**config.mk**
```make
export PLATFORM = sky130hd
export DESIGN_NAME = seg_scan_display
export DESIGN_NICKNAME = d
export VERILOG_FILES = /design/src/rtl/seg_pkg.sv /design/src/rtl/bcd_to_seg7.sv /design/src/rtl/seg_scan_display.sv
export SDC_FILE = /design/constraint.sdc
export NUM_CORES = 1
export LEC_CHECK = 0
export BUFFER_PORTS_ARGS = -buffer_cell sky130_fd_sc_hd__buf_2
export CAP_MARGIN = 0
export CORE_UTILIZATION = 40
export CTS_BUF_LIST = sky130_fd_sc_hd__clkbuf_8
export CTS_CLUSTER_SIZE = 20
export DETAILED_ROUTE_END_ITERATION = 8
export MAX_ROUTING_LAYER = met4
export REMOVE_ABC_BUFFERS = 1
export SLEW_MARGIN = 20
export SYNTH_ARGS = -nofsm -noshare
export SYNTH_HDL_FRONTEND = slang
export SYNTH_SLANG_ARGS = --single-unit
```
**constraint.sdc**
```tcl
create_clock -name clk -period 3.65 [get_ports clk]
set_clock_uncertainty 0.05 [all_clocks]
set_input_delay 0.365 -clock clk [delete_from_list [all_inputs] [get_ports clk]]
set_output_delay 0.365 -clock clk [all_outputs]
set_load 0.05 [all_outputs]
```
**src/rtl/seg_pkg.sv**
```systemverilog
// rtl/seg_pkg.sv - shared constants and types for the 7-segment scan display
// Contents: blank/off patterns, digit index width, BCD pattern table, snapshot type.
package seg_pkg;

  localparam logic [6:0] SEG_BLANK = 7'b1111111;
  localparam logic [3:0] COM_OFF   = 4'b1111;
  localparam int         IDX_W     = 2;

  // Active-low {g,f,e,d,c,b,a} patterns for BCD 0..9.
  localparam logic [6:0] SEG_TABLE [0:9] = '{
    7'b1000000, 7'b1111001, 7'b0100100, 7'b0110000, 7'b0011001,
    7'b0010010, 7'b0000010, 7'b1111000, 7'b0000000, 7'b0010000
  };

  // One frame's worth of digits, captured together so a frame never tears.
  typedef struct packed {
    logic [2:0] hr_ten;
    logic [3:0] hr_one;
    logic [2:0] min_ten;
    logic [3:0] min_one;
  } digits_t;

endpackage

```
**src/rtl/bcd_to_seg7.sv**
```systemverilog
// rtl/bcd_to_seg7.sv - BCD digit to active-low 7-segment pattern
// Ports:
//   bcd  in  4  BCD digit; 10..15 decode to blank
//   seg  out 7  {g,f,e,d,c,b,a}, active-low
module bcd_to_seg7
  import seg_pkg::*;
(
  input  logic [3:0] bcd,
  output logic [6:0] seg
);

  always_comb begin
    seg = SEG_BLANK;
    if (bcd <= 4'd9) seg = SEG_TABLE[bcd];
  end

endmodule

```
**src/rtl/seg_scan_display.sv**
```systemverilog
// rtl/seg_scan_display.sv - 4-digit multiplexed common-anode 7-segment scanner
// Optional feature macro: SEG_SCAN_BLINK_EN (blinking colon on dp in the hr_one slot).
// Ports:
//   clk      in  1  system clock
//   rst      in  1  asynchronous reset, active-low
//   disp_en  in  1  1 = display on, 0 = all digits dark
//   hr_ten   in  3  hour tens (BCD 0..2)
//   hr_one   in  4  hour units (BCD 0..9)
//   min_ten  in  3  minute tens (BCD 0..5)
//   min_one  in  4  minute units (BCD 0..9)
//   seg      out 7  {g,f,e,d,c,b,a}, active-low, registered
//   com      out 4  digit enables, active-low; [0]=min_one .. [3]=hr_ten
//   dp       out 1  decimal point/colon, active-low
module seg_scan_display #(
  parameter int SCAN_DIV    = 50000,
  parameter int LZ_SUPPRESS = 1
`ifdef SEG_SCAN_BLINK_EN
  , parameter int BLINK_DIV = 25000000
`endif
) (
  input  logic       clk,
  input  logic       rst,
  input  logic       disp_en,
  input  logic [2:0] hr_ten,
  input  logic [3:0] hr_one,
  input  logic [2:0] min_ten,
  input  logic [3:0] min_one,
  output logic [6:0] seg,
  output logic [3:0] com,
  output logic       dp
);
  import seg_pkg::*;

  localparam int PW = (SCAN_DIV > 1) ? $clog2(SCAN_DIV) : 1;

  logic [PW-1:0]    presc;
  logic [IDX_W-1:0] idx;
  digits_t          snap;
  logic             tick;
  logic [3:0]       cur_digit;
  logic [6:0]       dec_seg;
  logic [6:0]       seg_nxt;

  assign tick = (presc == PW'(SCAN_DIV - 1));

  // Digit mux reads the frame snapshot, never the live inputs.
  always_comb begin
    cur_digit = 4'd0;
    case (idx)
      2'd0: cur_digit = snap.min_one;
      2'd1: cur_digit = {1'b0, snap.min_ten};
      2'd2: cur_digit = snap.hr_one;
      2'd3: cur_digit = {1'b0, snap.hr_ten};
      default: cur_digit = 4'd0;
    endcase
  end

  bcd_to_seg7 u_dec (
    .bcd (cur_digit),
    .seg (dec_seg)
  );

  // Leading-zero blanking only touches the segments; the digit stays selected.
  always_comb begin
    seg_nxt = dec_seg;
    if ((LZ_SUPPRESS != 0) && (idx == 2'd3) && (snap.hr_ten == 3'd0)) seg_nxt = SEG_BLANK;
  end

  always_ff @(posedge clk or negedge rst) begin
    if (!rst) begin
      presc <= '0;
      idx   <= '0;
      snap  <= '0;
      seg   <= SEG_BLANK;
      com   <= COM_OFF;
    end else begin
      presc <= tick ? '0 : presc + 1'b1;
      if (tick) begin
        seg <= seg_nxt;
        idx <= idx + 1'b1;
        // Capture on the last slot so the whole next frame sees one consistent time.
        if (idx == 2'd3) snap <= {hr_ten, hr_one, min_ten, min_one};
      end
      // Blanking is immediate, while scan position keeps advancing underneath.
      if (!disp_en)  com <= COM_OFF;
      else if (tick) com <= ~(4'b0001 << idx);
    end
  end

`ifdef SEG_SCAN_BLINK_EN
  localparam int BW = (BLINK_DIV > 1) ? $clog2(BLINK_DIV) : 1;

  logic [BW-1:0] bcnt;
  logic          phase;
  logic          dp_q;

  always_ff @(posedge clk or negedge rst) begin
    if (!rst) begin
      bcnt  <= '0;
      phase <= 1'b0;
      dp_q  <= 1'b1;
    end else begin
      if (bcnt == BW'(BLINK_DIV - 1)) begin
        bcnt  <= '0;
        phase <= ~phase;
      end else begin
        bcnt <= bcnt + 1'b1;
      end
      if (!disp_en)  dp_q <= 1'b1;
      else if (tick) dp_q <= ~((idx == 2'd2) && phase);
    end
  end

  assign dp = dp_q;
`else
  assign dp = 1'b1;
`endif

endmodule

```
==> results of run 1 <==
## through the flow
step | hold WS [ns] | instance area [sq um] | power [W] | worst slack [ns] | utilization
2_1_floorplan | 0.01941 | 2167 | 0.0004882 | 1.227 | -
3_3_place_gp | 0.4429 | 2397 | 0.0005062 | 1.058 | 0.4577
3_5_place_dp | 0.4382 | 2397 | 0.0005063 | 0.9507 | 0.4577
4_1_cts | 0.1902 | 2504 | 0.0008695 | 0.9355 | 0.4780
5_1_grt | 0.2058 | 2504 | 0.0008924 | 0.5957 | 0.4780
6_report | 0.1562 | 2504 | 0.0008560 | 0.9406 | 0.4780
## cell usage after synthesis (2+ instances only)
library cell  instances
xnor2_1               8
mux2_2                6
a211oi_1              4
nand4_1               5
nor2b_1               3
nor2_1               16
nor4_1                3
nand3_1               9
buf_6                 2
dfstp_2              11
nor4bb_1              2
xor2_1                7
a22oi_1               2
a21oi_1               5
inv_1                 6
a2bb2oi_1             2
and2_1                4
mux2_4                8
ha_1                 13
a41oi_1               2
buf_2                 4
o32a_1                4
nor4b_1               2
nand2_1               8
dfrtp_1              32
o21ai_0               8
and4_1                3
## worst reg2reg max path: stages (launching register included)
cell and delay [ns]:
dfrtp_1 0.41, inv_1 0.15, ha_1 0.41, mux2_2 0.44
inv_1 0.12, ha_1 0.19, a2bb2oi_1 0.17, o211ai_1 0.12
and2_1 0.22, o32a_1 0.35
## cells by family after synthesis
family | after synthesis | synth area share
adders and majority gates | 13 | 0.07275
other | 1 | 0.001677
DFF | 43 | 0.4874
buffers and inverters | 15 | 0.04085
and+or+nand+nor | 61 | 0.1500
xor gates and xnor gates | 15 | 0.05876
muxes | 15 | 0.08842
AOI/OAI and AO/OA | 32 | 0.1002
## state kept, by name (all words and copies together), names as in the netlist
register,count
presc,16
snap,14
seg,7
com,4
idx,2
## final cells by class
type	count	area, sq um	share of cell area
flip-flops and latches	43	1090	0.4353
clock buffers	5	68.82	0.02749
well taps	70	87.58	0.03498
inverters	6	22.52	0.008996
multi-input cells	137	1055	0.4213
repair buffers	28	142.6	0.05697
clock inverters	2	37.54	0.01499
## path summary, 6_finish.rpt
kind / startpoint / end / slack [ns] / cells past startpoint
max in group asynchronous: rst / snap[10]$_DFFE_PN0P_ / 2.79 / 1
max: idx[0]$_DFFE_PN0N_ / seg[4]$_DFFE_PN1N_ / 0.94 / 9
max reg2reg: idx[0]$_DFFE_PN0N_ / seg[4]$_DFFE_PN1N_ / 0.94 / 9
min: rst / presc[14]$_DFF_PN0_ / 0.16 / 1
min reg2reg: presc[11]$_DFF_PN0_ / presc[11]$_DFF_PN0_ / 0.46 / 1
min in group clk: disp_en / com[1]$_DFFE_PN1P_ / 0.20 / 2
## where the power goes
group	internal, W	switching, W	total (W)
combinational	0.00000624	0.0000136	0.0000198
clock	0.000200	0.000160	0.000360
sequential	0.000477	0	0.000477
## routing by layer
layer,vias up,wire [um],track usage
met2,25,1917,0.2661
met3,5,105,0.03690
met5,-,0,-
li1,745,-,-
met1,713,1977,0.2049
met4,0,53,0.05385
==> flow_summary.ini, run 1 <==
[run_status]
status = finished clean

[routing]
detail_route.wl_per_cell_um = 13.93
vias_per_cell = 5.113
route.final.wire_length_um = 4053
route.detailed.drc = 0
router_iterations_before_antenna_repair = 4
antenna_violating_nets_post_route = 0
drtIter0Drc = 56
routed-via-count = 1488

[clock_tree]
clock_insertion_delay_at_the_later_pin_of_the_skew_report_ns = 0.29
clk_pin_slew_ns = 0.08
cts.repair_timing.setup_buffer_count = 0
cts-root-to-sink-buffers = 2
clock_sink_count = 43
post_cts.resized_instances = 0
ctsRootBufferMaster = clkbuf_8
cts_inserted_buffers = 5
level_count_of_the_clock_h_tree = 2
cts_tree = yes
cts_hold_buffers = 0

[setup_path]
cpMaxStageDelayCell = mux2_2
max_stage_delay_ns = 0.44
critical_path_required_ns = 3.82
worst_ep_arrival_time_ns = 2.88
worstSetupPathType = register to register
start_kind = register
cp_max_fo = 13
worstSetupEndpointType = register
critical_path.cell_chain = inv_1, ha_1, mux2_2, inv_1, ha_1, a2bb2oi_1, o211ai_1, and2_1, o32a_1
cp_top_family = compound AO/OA/AOI/OAI gates
timing.critical_path.buf_inv = 2

[logic_synthesis]
synth_top_cells_by_area = dfrtp_1, dfstp_2, ha_1, mux2_4, xnor2_1
synth-async-reset-ratio = 1.000
yosysWarnings = 0
synth.ff_latch_count = 43
ys_seq_area_frac = 0.4874
postSynthAreaPerCell_sq_um = 11.47
synth_cell_types = 43
mappedNetlistArea_sq_um = 2236
post_synthesis_cell_type_with_the_largest_combined_area = dfrtp_1
post-synth-top-area-fraction = 0.3581
synth_edf_count = 0
syn_inst = 195
synth_top_flop_cell = dfrtp_1

[layout]
antenna_cells = 0
layout_nets = 251
flow.area_growth_from_synthesis_pct = 11.98
final_cell_count_no_fill = 291
fraction_of_layout_cells_with_a_size_suffix_above_1 = 0.2760
final_cell_mix = dfrtp_1, buf_2, nor2_1, ha_1, dfstp_2
layout.filler_cells = 490
layout_commonest_cell = dfrtp_1

[floorplanning]
fp.dieW_um = 76.77
initial_utilization = 0.4269
floorplan.die_area_sq_um = 5893
chipHeight_um = 76.77
core_area_sq_um = 5238
io_pins = 29
fp-row-count = 26

[sta]
final_hold_viol_count = 0
transition_time_at_the_pin_with_the_least_slew_margin_ns = 0.9486
finalSetupViolations = 0
timing.slew.headroom = 0.3676
unrepaired_setup_endpoints_after_global_routing = no
shortest_clock_period_the_worst_path_allows_after_layout_ns = 2.709
slew_violations = 0
timing.fmax_mhz = 369.1
final_min_period_over_clock_period = 0.7423
setup_tns_ns = 0

[placement]
port_buffers = 27
numPlacedInstances = 284
globalplace.congestion = 0.8084
hpwl_detailed_um = 2882

[worst_hold_path]
path_class_of_the_lowest_slack_min_delay_path = input pin to async pin

[global_route]
grt_remaining_overflow = 0
maximum_number_of_pins_on_one_net_before_global_route_repair = 44
groute.usage.overall = 0.1651
grt_pass1_wl_um = 7438
grt_pass1_vias = 1581
grt_antenna_before_repair = 0

[pwr]
vdd_drop_max_mv = 0.1741
cellPowerDensity_nw_per_um2 = 341.9
leakagePower_nw = 1.120

[job]
cap_violations = 0
Note: power is estimated with default switching activity, not from simulation.
==> run 2, diff against run 1 <==
--- a/config.mk
+++ b/config.mk
@@ -5,6 +5,7 @@
 export SDC_FILE = /design/constraint.sdc
 export NUM_CORES = 1
 export LEC_CHECK = 0
+export ABC_AREA = 1
 export BUFFER_PORTS_ARGS = -buffer_cell sky130_fd_sc_hd__buf_2
 export CAP_MARGIN = 0
 export CORE_UTILIZATION = 40
==> constraint.sdc (replaced) <==
create_clock -name clk -period 2.4 [get_ports clk]
set_clock_uncertainty 0.05 [all_clocks]
set_input_delay 0.24 -clock clk [delete_from_list [all_inputs] [get_ports clk]]
set_output_delay 0.24 -clock clk [all_outputs]
set_load 0.05 [all_outputs]
==> run 2 against run 1 <==
Combinational power increased by 54%; critical path type unchanged; largest cell class unchanged; largest power group unchanged; final area increased by 7.5%; count of clock-buffer cells in the layout increased by 2; total power increased by 45%; wire length up 6.7%; clock power is 36% higher; flip-flop and latch count unchanged.
==> flow_summary.ini, run 2 <==
[routing]
routed-via-count = 1795
antenna_violating_nets_post_route = 0
router_iterations_before_antenna_repair = 4
route.final.wire_length_um = 4325
drtIter0Drc = 45
vias_per_cell = 4.410
detail_route.wl_per_cell_um = 10.63
route.detailed.drc = 0

[layout]
top_register = presc
antenna_cells = 0
layout_nets = 364
layout_commonest_cell = nand2_1
layout.filler_cells = 590
final_design_area_no_fill_sq_um = 2691
final_cell_mix = nand2_1, nor2_1, inv_1, dfrtp_1, buf_2
layout_top_registers = presc (16), snap (14), seg (7)
fraction_of_layout_cells_with_a_size_suffix_above_1 = 0.2239
largest_register_ff_count = 16
flow.area_growth_from_synthesis_pct = 11.57
finish.utilization = 0.4742

[floorplanning]
fp.dieW_um = 79.66
initial_utilization = 0.4250
core_area_sq_um = 5675
io_pins = 29
fp-row-count = 27
floorplan.die_area_sq_um = 6346
chipHeight_um = 79.66

[pwr]
p_total_w = 0.001244
vdd_drop_max_mv = 0.2724
pwr-share-seq = 0.583
cellPowerDensity_nw_per_um2 = 462.2
switching_share = 0.2022
power_switching_w = 0.0002515
share_of_power_burned_in_the_clock_network = 0.393
power_report.internal_total_w = 0.0009924
leakagePower_nw = 1.412
power.share.combinational = 0.024

[clock_tree]
cts_tree = yes
clock_sink_count = 43
cts_hold_buffers = 0
clock_insertion_delay_at_the_later_pin_of_the_skew_report_ns = 0.29
post_cts.resized_instances = 0
level_count_of_the_clock_h_tree = 2
ctsRootBufferMaster = clkbuf_8
cts_inserted_buffers = 5
cts.repair_timing.setup_buffer_count = 0
cts-root-to-sink-buffers = 2
clk_pin_slew_ns = 0.08

[logic_synthesis]
synth.cells.most_frequent = nand2_1, nor2_1, inv_1, dfrtp_1
synth.ff_latch_count = 43
yosysWarnings = 0
synth-simple-area-share = 0.2905
postSynthAreaPerCell_sq_um = 7.988
synth_fa_ha_area_frac = 0.06743
ys_seq_area_frac = 0.4518
synth_cell_types = 31
synth_top_cells_by_area = dfrtp_1, nand2_1, dfstp_2, ha_1, nor2_1
synth.area.mux_share = 0
mappedNetlistArea_sq_um = 2412
post-synth-top-area-fraction = 0.3320
synth-async-reset-ratio = 1.000
syn_inst = 302
synth_compound_gate_area_share = 0.06846
parity_gate_share_of_the_synthesized_area_counting_xor_and_xnor_cells = 0.01815
main_combinational_cell_family_by_area_after_synthesis = simple AND/OR/NAND/NOR gates
post_synthesis_cell_type_with_the_largest_combined_area = dfrtp_1
synth_edf_count = 0
synthMostInstantiatedCell = nand2_1
synth_top_flop_cell = dfrtp_1

[setup_path]
worstSetupPathType = register to register
critical_path_required_ns = 2.58
cp_max_fo = 6
worstSetupEndpointType = register
start_kind = register
worst_ep_arrival_time_ns = 2.36

[placement]
hpwl_detailed_um = 3279
port_buffers = 27
globalplace.congestion = 0.8021
dpl_cell_area_sq_um = 2589

[global_route]
grt_remaining_overflow = 0
groute.usage.overall = 0.1598
grt_antenna_before_repair = 0
grt_pass1_vias = 1760
maximum_number_of_pins_on_one_net_before_global_route_repair = 44
grt_pass1_wl_um = 7603

[sta]
slew_violations = 0
timing.fmax_mhz = 458.2
setup_tns_ns = 0
unrepaired_setup_endpoints_after_global_routing = no
transition_time_at_the_pin_with_the_least_slew_margin_ns = 0.9265
final_hold_viol_count = 0
final_min_period_over_clock_period = 0.9094
finalSetupViolations = 0
timing.slew.headroom = 0.3824
shortest_clock_period_the_worst_path_allows_after_layout_ns = 2.183

[job]
cap_violations = 0

[worst_hold_path]
path_class_of_the_lowest_slack_min_delay_path = input pin to async pin

[run_status]
status = finished clean
-- run 2: cell count changes after synthesis, sizes merged, moves of 5 or more --
cell   before  now
and2        5    0
nand2       8   89
xnor2       8    0
nor2       16   47
inv         6   46
mux2       14    0
o21ai       8   17
a21oi       5   10
-- run 2: layout make-up --
| type | instances | area, sq um | area share |
|---|---|---|---|
| clock buffer | 7 | 96.34 | 0.03580 |
| clock inverter | 1 | 3.754 | 0.001395 |
| timing repair buffer | 30 | 157.7 | 0.05858 |
| tap | 72 | 90.09 | 0.03347 |
| inverter | 46 | 175.2 | 0.06509 |
| sequential | 43 | 1090 | 0.4049 |
| multi-input combinational | 208 | 1079 | 0.4007 |
-- run 2: logic make-up after synthesis --
logic type	count (synthesis)
buffers and inverters	51
XOR/XNOR	5
flip-flops	43
AND/OR/NAND/NOR	161
adder cells (fa/ha/maj)	13
other	1
AO/OA/AOI/OAI	28
-- run 2: final timing paths --
kind | from | end | slack (ns) | cells past startpoint
hold / removal | rst | presc[9]$_DFF_PN0_ | 0.03 | 1
min in group clk | disp_en | com[3]$_DFFE_PN1P_ | 0.08 | 2
max in group asynchronous | rst | presc[0]$_DFF_PN0_ | 1.69 | 1
setup / recovery | idx[0]$_DFFE_PN0N_ | seg[3]$_DFFE_PN1N_ | 0.22 | 13
hold reg to reg | presc[0]$_DFF_PN0_ | presc[0]$_DFF_PN0_ | 0.41 | 1
setup reg to reg | idx[0]$_DFFE_PN0N_ | seg[3]$_DFFE_PN1N_ | 0.22 | 13
-- run 2: through the flow --
| step | cells | setup WS, ns | hold slack [ns] |
|---|---|---|---|
| 6_report | 407 | 0.2174 | 0.03246 |
| 3_3_place_gp | 399 | 0.2254 | 0.3726 |
| 3_5_place_dp | 399 | 0.1698 | 0.3892 |
| 5_1_grt | 407 | 0.01278 | 0.07718 |
| 4_1_cts | 407 | 0.1462 | 0.06218 |
| 2_1_floorplan | 297 | 0.004216 | -0.1056 |
-- run 2: per-layer routing --
metal,up-vias,GRT usage,wire [um]
met5,-,-,0
met4,0,0.04909,61
met3,6,0.03771,136
met2,23,0.2744,2046
met1,787,0.1841,2080
li1,979,-,-
-- run 2: worst max-delay path: stages (launching register included) --
cell and delay [ns]:
dfrtp_1 0.38, inv_1 0.10, ha_1 0.25, inv_2 0.11
nand2_1 0.06, o21ai_1 0.17, inv_1 0.10, ha_1 0.21
or2_2 0.28, nand2_1 0.09, nand2_1 0.08, nand2_1 0.10
nor2_1 0.06, nor2_1 0.08
-- run 2: power by group through the flow --
stage / Clock (W) / Combinational (W) / Sequential [W]
floorplan: 0 / 0.00000396 / 0.000739
global placement: 0 / 0.0000320 / 0.000738
detailed placement: 0 / 0.0000319 / 0.000738
CTS: 0.000518 / 0.0000320 / 0.000725
global route: 0.000551 / 0.0000348 / 0.000725
finish: 0.000489 / 0.0000305 / 0.000725
